## src/rtl/router_pkg.sv

```systemverilog
// Shared types and constants for the router register block.
package router_pkg;

    // Packet tracker states
    typedef enum logic [2:0] {
        StIdle,
        StHdr,
        StBody,
        StCheck,
        StDone
    } track_state_e;

    localparam int unsigned PARITY_XOR = 0;
    localparam int unsigned PARITY_SUM = 1;

endpackage

```

## src/rtl/router_hold_buf.sv

```systemverilog
// Small circular hold buffer for words that arrive while the downstream FIFO is full.
module router_hold_buf #(
    parameter int unsigned DATA_W     = 8,
    parameter int unsigned HOLD_DEPTH = 2
) (
    input  logic                              clk,
    input  logic                              resetn,
    input  logic                              push,
    input  logic                              pop,
    input  logic [DATA_W-1:0]                 din,
    output logic [DATA_W-1:0]                 dout,
    output logic [$clog2(HOLD_DEPTH+1)-1:0]   count,
    output logic                              full
);

    localparam int unsigned CNT_W = $clog2(HOLD_DEPTH + 1);
    localparam int unsigned PTR_W = (HOLD_DEPTH > 1) ? $clog2(HOLD_DEPTH) : 1;

    logic [DATA_W-1:0] mem [HOLD_DEPTH];
    logic [PTR_W-1:0]  wr_ptr_q, rd_ptr_q;
    logic [CNT_W-1:0]  count_q;
    logic              do_push, do_pop;

    function automatic logic [PTR_W-1:0] next_ptr(input logic [PTR_W-1:0] p);
        return (p == PTR_W'(HOLD_DEPTH - 1)) ? '0 : p + 1'b1;
    endfunction

    // A push into a full buffer is only accepted when a pop frees a slot the same cycle.
    always_comb begin
        do_pop  = pop && (count_q != '0);
        do_push = push && (!full || do_pop);
    end

    // Pointer and occupancy bookkeeping
    always_ff @(posedge clk or negedge resetn) begin
        if (!resetn) begin
            wr_ptr_q <= '0;
            rd_ptr_q <= '0;
            count_q  <= '0;
        end else begin
            if (do_push) wr_ptr_q <= next_ptr(wr_ptr_q);
            if (do_pop)  rd_ptr_q <= next_ptr(rd_ptr_q);
            if (do_push && !do_pop)      count_q <= count_q + 1'b1;
            else if (do_pop && !do_push) count_q <= count_q - 1'b1;
        end
    end

    // Storage array; contents need no reset since occupancy gates every read
    always_ff @(posedge clk) begin
        if (do_push) mem[wr_ptr_q] <= din;
    end

    assign dout  = mem[rd_ptr_q];
    assign count = count_q;
    assign full  = (count_q == CNT_W'(HOLD_DEPTH));

endmodule

```

## src/rtl/router_reg_gen.sv

```systemverilog
// Router register block: header capture, FIFO data path with hold buffer,
// running parity/length tracking and packet status flags.
module router_reg_gen
    import router_pkg::*;
#(
    parameter int unsigned DATA_W      = 8,
    parameter int unsigned ADDR_W      = 2,
    parameter int unsigned HOLD_DEPTH  = 2,
    parameter int unsigned PARITY_MODE = 0
) (
    input  logic                              clk,
    input  logic                              resetn,
    input  logic                              pkt_valid,
    input  logic                              fifo_full,
    input  logic                              rst_int_reg,
    input  logic                              detect_add,
    input  logic                              ld_state,
    input  logic                              laf_state,
    input  logic                              full_state,
    input  logic                              lfd_state,
    input  logic [DATA_W-1:0]                 data_in,
    output logic [DATA_W-1:0]                 data_out,
    output logic                              data_out_valid,
    output logic                              parity_done,
    output logic                              low_pkt_valid,
    output logic                              err,
    output logic                              len_err,
    output logic                              hold_ovf,
    output logic [$clog2(HOLD_DEPTH+1)-1:0]   hold_count,
    output logic                              hold_full
);

    localparam int unsigned LEN_W = DATA_W - ADDR_W;

    track_state_e      state_q, state_d;
    logic [DATA_W-1:0] header_q, parity_q, parity_d, pbyte_q, hold_dout;
    logic [LEN_W-1:0]  cnt_q, cnt_d;
    logic              hold_push, hold_pop, parity_accept;

    function automatic logic [DATA_W-1:0] par_acc(input logic [DATA_W-1:0] a,
                                                  input logic [DATA_W-1:0] b);
        if (PARITY_MODE == PARITY_SUM) return a + b;
        return a ^ b;
    endfunction

    // Hold-buffer control; pop only when nothing else claims data_out this cycle
    always_comb begin
        hold_push     = ld_state && fifo_full;
        hold_pop      = laf_state && !fifo_full && (hold_count != '0) && !ld_state && !lfd_state;
        parity_accept = (state_q == StBody) && ld_state && !pkt_valid;
    end

    router_hold_buf #(
        .DATA_W     (DATA_W),
        .HOLD_DEPTH (HOLD_DEPTH)
    ) u_hold_buf (
        .clk    (clk),
        .resetn (resetn),
        .push   (hold_push),
        .pop    (hold_pop),
        .din    (data_in),
        .dout   (hold_dout),
        .count  (hold_count),
        .full   (hold_full)
    );

    // Tracker next-state
    always_comb begin
        state_d = state_q;
        unique case (state_q)
            StIdle:  if (detect_add && pkt_valid) state_d = StHdr;
            StHdr:   if (lfd_state) state_d = StBody;
            StBody:  if (parity_accept) state_d = StCheck;
            StCheck: state_d = StDone;
            StDone: begin
                if (detect_add && pkt_valid) state_d = StHdr;
                else if (detect_add)         state_d = StIdle;
            end
            default: state_d = StIdle;
        endcase
    end

    // Running parity and payload count; DONE also clears so back-to-back packets start clean
    always_comb begin
        parity_d = parity_q;
        cnt_d    = cnt_q;
        if (detect_add && (state_q inside {StIdle, StHdr, StDone})) begin
            parity_d = '0;
        end else if ((state_q == StHdr) && lfd_state) begin
            parity_d = par_acc(parity_q, header_q);
        end else if ((state_q == StBody) && ld_state && pkt_valid && !full_state) begin
            parity_d = par_acc(parity_q, data_in);
            if (cnt_q != '1) cnt_d = cnt_q + 1'b1;
        end
        if (detect_add) cnt_d = '0;
    end

    // Tracker, header, parity, count and parity-byte registers
    always_ff @(posedge clk or negedge resetn) begin
        if (!resetn) begin
            state_q  <= StIdle;
            header_q <= '0;
            parity_q <= '0;
            cnt_q    <= '0;
            pbyte_q  <= '0;
        end else begin
            state_q  <= state_d;
            parity_q <= parity_d;
            cnt_q    <= cnt_d;
            if (detect_add && pkt_valid) header_q <= data_in;
            if (parity_accept)           pbyte_q  <= data_in;
        end
    end

    // Output word and one-cycle write strobe
    always_ff @(posedge clk or negedge resetn) begin
        if (!resetn) begin
            data_out       <= '0;
            data_out_valid <= 1'b0;
        end else begin
            data_out_valid <= 1'b0;
            if (lfd_state) begin
                data_out       <= header_q;
                data_out_valid <= 1'b1;
            end else if (ld_state && !fifo_full) begin
                data_out       <= data_in;
                data_out_valid <= 1'b1;
            end else if (hold_pop) begin
                data_out       <= hold_dout;
                data_out_valid <= 1'b1;
            end
        end
    end

    // Status flags; overflow set beats the detect_add clear
    always_ff @(posedge clk or negedge resetn) begin
        if (!resetn) begin
            parity_done   <= 1'b0;
            err           <= 1'b0;
            len_err       <= 1'b0;
            hold_ovf      <= 1'b0;
            low_pkt_valid <= 1'b0;
        end else begin
            if (detect_add) begin
                parity_done <= 1'b0;
                err         <= 1'b0;
                len_err     <= 1'b0;
            end else if (state_q == StCheck) begin
                parity_done <= 1'b1;
                err         <= (pbyte_q != parity_q);
                len_err     <= (cnt_q != header_q[DATA_W-1:ADDR_W]);
            end
            if (hold_push && hold_full) hold_ovf <= 1'b1;
            else if (detect_add)        hold_ovf <= 1'b0;
            if (rst_int_reg)                  low_pkt_valid <= 1'b0;
            else if (ld_state && !pkt_valid)  low_pkt_valid <= 1'b1;
        end
    end

endmodule

```

## config.mk

```make
export PLATFORM = sky130hd
export DESIGN_NAME = router_reg_gen
export DESIGN_NICKNAME = d
export VERILOG_FILES = /design/src/rtl/router_pkg.sv /design/src/rtl/router_hold_buf.sv /design/src/rtl/router_reg_gen.sv
export SDC_FILE = /design/constraint.sdc
export NUM_CORES = 1
export LEC_CHECK = 0
export BUFFER_PORTS_ARGS = -buffer_cell sky130_fd_sc_hd__buf_4
export CELL_PAD_IN_SITES_DETAIL_PLACEMENT = 0
export CELL_PAD_IN_SITES_GLOBAL_PLACEMENT = 1
export CORE_MARGIN = 2
export CORE_UTILIZATION = 30
export CTS_CLUSTER_SIZE = 40
export DETAILED_ROUTE_END_ITERATION = 10
export GPL_TIMING_DRIVEN = 0
export PLACE_DENSITY_LB_ADDON = 0.1
export REMOVE_ABC_BUFFERS = 1
export SYNTH_ARGS = -nofsm -noshare
export SYNTH_HDL_FRONTEND = slang
export SYNTH_HIERARCHICAL = 1
export SYNTH_SLANG_ARGS = --single-unit
export TNS_END_PERCENT = 10
```

## constraint.sdc

```tcl
create_clock -name clk -period 1.9 [get_ports clk]
set_input_delay 0.38 -clock clk [delete_from_list [all_inputs] [get_ports clk]]
set_output_delay 0.38 -clock clk [all_outputs]
set_load 0.01 [all_outputs]
```

# Word level (Yosys, flattened, before mapping)
# Memories as Yosys holds them, arrays and structs flattened.
# Index checks and enable logic that the tools add are counted.
totals:
  elab_cells: 114
  input_bits: 18
  mem_count: 1
  out_inout_bits: 17
  latchBits: 0
  mem_bits_ro: 0
  reg_bits: 51
  ram_bits: 16
classes:
  shifts: 0
  addsub: 5
  n_reduce_logical: 41
  n_eq_ne: 14
  muxes: 36
  div_mod_pow: 0
  bitwise: 2
  multipliers: 0
  magnitude_cmp: 0
mem_list:
  columns: ["memory", "depth", "width", "read_ports", "rd_ports_with_merged_regs", "wr", "line_no", "rtl"]
  rows:
  - ["u_hold_buf.mem", 2, 8, 1, 0, 1, "router_hold_buf.sv:19", "logic [DATA_W-1:0] mem [HOLD_DEPTH];"]
ops:
  columns: ["op", "n"]
  rows:
  - ["2-to-1 mux 8 bit", 6]
  - ["2-to-1 mux 6 bit", 5]
  - ["logical AND 1 bit", 19]
  - ["2-to-1 mux 1 bit", 17]
  - ["XOR 8 bit", 2]
  - ["2-to-1 mux 3 bit", 5]
  - ["case mux 3 bit (5 select lines)", 1]
  - ["nonzero test 2 bit", 7]
  - ["inequality test 2 bit, second input constant", 5]
  - ["nonzero test 3 bit", 3]
  - ["zero test 1 bit", 8]
  - ["inequality test 8 bit", 1]
  - ["AND reduction 4 bit", 2]
  - ["adder 6 x 1 -> 6 bit, second input constant", 1]
  - ["equality test 3 x 2 -> 1 bit, second input constant", 2]
  - ["inequality test 6 bit", 1]
  - ["inequality test 6 bit, second input constant", 1]
  - ["2-to-1 mux 2 bit", 2]
  - ["equality test 3 x 1 -> 1 bit, second input constant", 1]
  - ["equality test 3 bit, second input constant", 1]
  - ["zero test 3 bit", 1]
  - ["inequality test 3 bit, second input constant", 1]
  - ["adder 1 bit, second input constant", 2]
  - ["adder 2 x 1 -> 2 bit, second input constant", 1]
  - ["other kinds (3)", 3]

# Depth between registers and ports, before layout
logic_depth:
  depth_word: 12
  ltp_mapped: 8
  ltp_nobuf: 8

# Hierarchy
# Netlist, hierarchy kept.
by_module_without_submodules:
  columns: ["module", "cells_per_inst", "area_per_inst_um2", "instances", "seq_area_each_um2"]
  rows:
  - ["router_reg_gen", 204, 2328.5, 1, 1176.1]
  - ["router_hold_buf", 44, 797.0, 1, 580.6]

# Worst setup path after synthesis
# Ideal clock, no wire load.
synth_timing:
  path_type: "input to register"
  from: "in lfd_state"
  to: "reg u_hold_buf.count_q[1] (netlist: u_hold_buf/count[1])"
  t_required_ps: 1820
  stages: 7
  arrival_ps: 1867
  path_slack_ps: -46
  n_path_buf: 1
  setup_ps: 80
  path_cell_list: "clkbuf_1 -> nor4_1 -> o21ai_1 -> ha_1 -> xor2_1 -> nor2_1 -> xor2_1"
synth_via:
  elab_chain_len: 8
  word_cells_on_any_way: 11
  cone_classes: "1 x mux; 10 x reduce/logical"
synth_rtl:
  columns: ["item", "line_no", "rtl"]
  rows:
  - ["start, declared", "router_reg_gen.sv:20", "input logic lfd_state,"]
  - ["zero test 1 bit *", "router_reg_gen.sv:49", "hold_pop = laf_state && !fifo_full && (hold_count != '0) && !ld_state && !lfd_state;"]
  - ["logical AND 1 bit *", "router_reg_gen.sv:49", null]
  - ["named net hold_pop", "router_reg_gen.sv:38", "logic hold_push, hold_pop, parity_accept;"]
  - ["logical AND 1 bit *", "router_hold_buf.sv:30", "do_pop = pop && (count_q != '0);"]
  - ["logical OR 1 bit", "router_hold_buf.sv:31", "do_push = push && (!full || do_pop);"]
  - ["logical AND 1 bit", "router_hold_buf.sv:31", null]
  - ["zero test 1 bit", "router_hold_buf.sv:44", "else if (do_pop && !do_push) count_q <= count_q - 1'b1;"]
  - ["logical AND 1 bit", "router_hold_buf.sv:44", null]
  - ["nonzero test 2 bit (no line)", null, null]
  - ["end signal, assigned", "router_hold_buf.sv:43", "if (do_push && !do_pop) count_q <= count_q + 1'b1;"]
  - ["end signal, assigned", "router_hold_buf.sv:44", null]
  - ["end, declared", "router_hold_buf.sv:21", "logic [CNT_W-1:0] count_q;"]
# Mark *: on every way through the listed nets, which the timed path passes. The rest lies on a longest branch.
# A chain may end at the register's enable or synchronous reset.

# Worst setup path after layout
layout_timing:
  from: "reg u_hold_buf.count_q[1] (netlist: u_hold_buf/count[1])"
  to: "reg u_hold_buf.count_q[1] (netlist: u_hold_buf/count[1])"
layout_via:
  elab_chain_len: 10
  word_cells_on_any_way: 18
  cone_classes: "2 x add/sub; 1 x eq/ne; 2 x mux; 13 x reduce/logical"
layout_rtl:
  columns: ["item", "line_no"]
  rows:
  - ["nonzero test 2 bit *", "router_reg_gen.sv:49"]
  - ["logical AND 1 bit * (3 in a row)", "router_reg_gen.sv:49"]
  - ["named net hold_pop", "router_reg_gen.sv:38"]
  - ["logical AND 1 bit *", "router_hold_buf.sv:30"]
  - ["logical OR 1 bit", "router_hold_buf.sv:31"]
  - ["logical AND 1 bit", "router_hold_buf.sv:31"]
  - ["zero test 1 bit", "router_hold_buf.sv:44"]
  - ["logical AND 1 bit", "router_hold_buf.sv:44"]
  - ["nonzero test 2 bit (no line)", null]
# Mark *: on every way through the listed nets, which the timed path passes. The rest lies on a longest branch. The select of a mux whose other input is x is not followed.

==> run summary <==
fin crit share -> 92.6%
Cells after Synth -> 248
GRT Residual Overflow -> 0
Chip Height -> 106 um
Flop pwr share -> 45.0%
first-pass GRT wire length -> 11200 um
R2R Setup Slk -> 140 ps
crit-path max FO -> 5
Net Sw Frac -> 31.9%
Tightest Pin Transition -> 677 ps
vias in the first global route -> 2005
cells along the critical path -> o21ai_2 > nor4_4 > o21ai_4 > inv_2 > ha_1 > xor2_1 > nor2_1 > xor2_1
TritonCTS clock tree -> built
Hold WS -> 81.1 ps
nets -> 312
row cnt -> 37
Sw Pwr -> 1.54 mW
mapped cell area -> 3130 um^2
CTS Buffer Depth -> 2
drt first-iter violations -> 61
Pre-Repair DR Iteration Count -> 4
Static Leak -> 1.67 nW
clk root buf -> clkbuf_8
Cell Int Power -> 3.28 mW
fin cells -> 433
fmax -> 569 MHz
count of final setup violators -> 0
Worst R2R Path Depth -> 8
die width -> 106 um
commonest non-fill, non-tap cell in the layout -> dfrtp_1
wire per inst -> 16.1 um
slowest CP cell -> dfrtp_2
most frequent cells in the layout -> dfrtp_1, buf_4, mux2_2, xor2_1, nor2_1
status -> completed
Clock power frac -> 26.8%
Critical Path RT -> 2160 ps
flops & latches, synth -> 67
CP Capture Type -> flop
Final Hold Viols -> 0
DP HPWL -> 4670 um
setup slack at placement -> -467 ps
Worst-path clk slew -> 80 ps
layout cells sized above 1 -> 36.0%
RSZ-0062 raised after global routing -> false
post-synth cell types -> 45
I/O Pins -> 35
top cell family by delay on the critical path -> flip-flops
largest net degree at the start of global routing -> 52
part of the power in combinational logic -> 28.3%
min Tclk post-route -> 1760 ps
Ys Warns -> 6
total track usage -> 13.2%
Routability Congestion -> 0.691
Die Area -> 11300 um^2
Final WS setup -> 141 ps
Worst slew margin -> 54.9%
CTS sink count -> 67
worst min-delay path class -> in2async
ANT cells -> 0
DRT Wirelength -> 6990 um
Num CTS Buffers -> 9
Area growth syn-to-layout -> 23.3%
RR Startpoint -> u_hold_buf/count[1]
sequential share of the synthesized area -> 56.2%
drt drc -> 0
Worst Path Arrival -> 2020 ps
Critical R2R Capture -> u_hold_buf/count[1]
# H-tree levels -> 3
clock skew -> 8.84 ps
Max Cap Viol -> 0
power per cell area -> 1250 nW/um^2
via/cell ratio -> 4.65
port bufs -> 34
synthesized area per cell -> 12.6 um^2
number of routed nets with antenna violations -> 0
worst setup path class -> reg2reg
Worst VDD drop -> 424 uV
Critical Path Source Type -> flop
core area -> 10200 um^2
Fill cells -> 1005
most numerous cell on the critical path -> xor2_1
CTS Hold Bufs -> 0
max-slew violations -> 0
worst-skew pair later-pin latency -> 340 ps
placed cell count -> 408
WP buf/inv -> 1
Initial Utilization -> 30.5%
initial antenna violation count -> 0
vias after detailed routing -> 2012
Crit path largest cell delay -> 450 ps
-- cells by family after synthesis --
group,count (synthesis),share of synthesized area [%]
buffers and inverters,17,2.32
xor gates and xnor gates,29,8.37
adders and majority gates,2,0.801
muxes,41,14.4
DFF,67,56.2
AOI/OAI and AO/OA,36,8.33
and+or+nand+nor,56,9.57
-- flip-flops by register name (all words and copies together) (netlist names), 2 cells and up --
name and flops:
u_hold_buf/mem 16, data_out 8, header_q 8, parity_q 8
pbyte_q 8, cnt_q 6, state_q 3, u_hold_buf/count 2
-- cell usage after synthesis --
cell | instances | area, um^2
nor4b_1 | 1 | 8.76
nor3b_4 | 1 | 18.8
inv_2 | 1 | 3.75
nand4_1 | 2 | 12.5
xor2_1 | 22 | 193
xnor2_2 | 1 | 16.3
nand2_1 | 12 | 45.0
and2_1 | 1 | 6.26
a32oi_1 | 8 | 70.1
mux2i_1 | 9 | 90.1
mux2_2 | 30 | 338
clkbuf_1 | 5 | 18.8
nand2b_1 | 3 | 18.8
nor4_1 | 3 | 18.8
nor3_1 | 3 | 15.0
nor4bb_1 | 1 | 10.0
and4_1 | 1 | 8.76
ha_1 | 2 | 25.0
nand3_1 | 2 | 10.0
o21ai_1 | 1 | 5.00
o21ba_2 | 1 | 10.0
inv_1 | 6 | 22.5
nand2b_4 | 1 | 13.8
o211ai_2 | 1 | 12.5
xnor2_1 | 6 | 52.6
a211oi_1 | 2 | 15.0
a21oi_1 | 4 | 20.0
a31oi_1 | 1 | 6.26
mux2_1 | 2 | 22.5
o32ai_1 | 1 | 8.76
buf_2 | 4 | 20.0
buf_4 | 1 | 7.51
a22o_1 | 1 | 8.76
o21ai_0 | 12 | 60.1
nor2_2 | 1 | 6.26
nor2_1 | 20 | 75.1
o32a_1 | 1 | 10.0
nand3b_1 | 1 | 7.51
and3b_1 | 2 | 17.5
o21ai_4 | 1 | 16.3
edfxtp_1 | 16 | 480
a31o_2 | 1 | 8.76
o2111ai_1 | 1 | 8.76
or3_1 | 1 | 6.26
dfrtp_1 | 51 | 1280
-- through the flow --
step | util [%] | TNS, ps | area (um^2) | power, mW
6_report | 37.7 | 0 | 3850 | 4.82
4_1_cts | 37.1 | -51.2 | 3790 | 4.81
3_5_place_dp | 34.3 | -10660 | 3510 | 3.40
5_1_grt | 37.7 | 0 | 3850 | 5.11
3_3_place_gp | 34.3 | -14290 | 3500 | 3.39
2_1_floorplan | - | -273 | 3080 | 2.93
-- routing by layer --
metal | vias up | GRT usage (%) | share of wire (%)
li1 | 986 | - | -
met4 | 0 | 5.64 | 1.2
met1 | 993 | 19.5 | 51
met5 | - | 0 | 0
met2 | 25 | 19.2 | 46
met3 | 8 | 2.02 | 2.1
-- cell type report --
| type | instances | area, um^2 | area share [%] |
|---|---|---|---|
| repair buffers | 43 | 323 | 8.38 |
| multi-input cells | 164 | 1350 | 35.1 |
| inverters | 7 | 26.3 | 0.682 |
| clock buffers | 10 | 149 | 3.86 |
| clock inverters | 6 | 71.3 | 1.85 |
| well taps | 136 | 170 | 4.42 |
| flip-flops and latches | 67 | 1760 | 45.7 |
-- power groups by stage --
stage	clock network, mW	logic (mW)	registers [mW]
floorplan	0	0.785	2.14
global route	1.40	1.50	2.22
detailed placement	0	1.22	2.18
CTS	1.34	1.30	2.16
global placement	0	1.21	2.18
finish	1.29	1.36	2.17
-- what timing repair did --
item | 4_1_cts | 5_1_grt
setup endpoints to repair | 35 | 13
gates resized for setup | 6 | 7
pin swaps | 0 | 2
buffers inserted | 4 | 5
-- worst max-delay path by stage --
stage	startpoint	end	slack [ps]	cells after the start
floorplan	u_hold_buf/count[1]	u_hold_buf/count[1]	-30	7
global placement	lfd_state	parity_q[6]	-670	5
detailed placement	lfd_state	u_hold_buf/mem[0][6]	-470	4
CTS	u_hold_buf/count[1]	u_hold_buf/count[1]	-50	7
global route	u_hold_buf/count[1]	u_hold_buf/count[1]	8	8
finish	u_hold_buf/count[1]	u_hold_buf/count[1]	140	8
(Power assumes the default switching activity.)
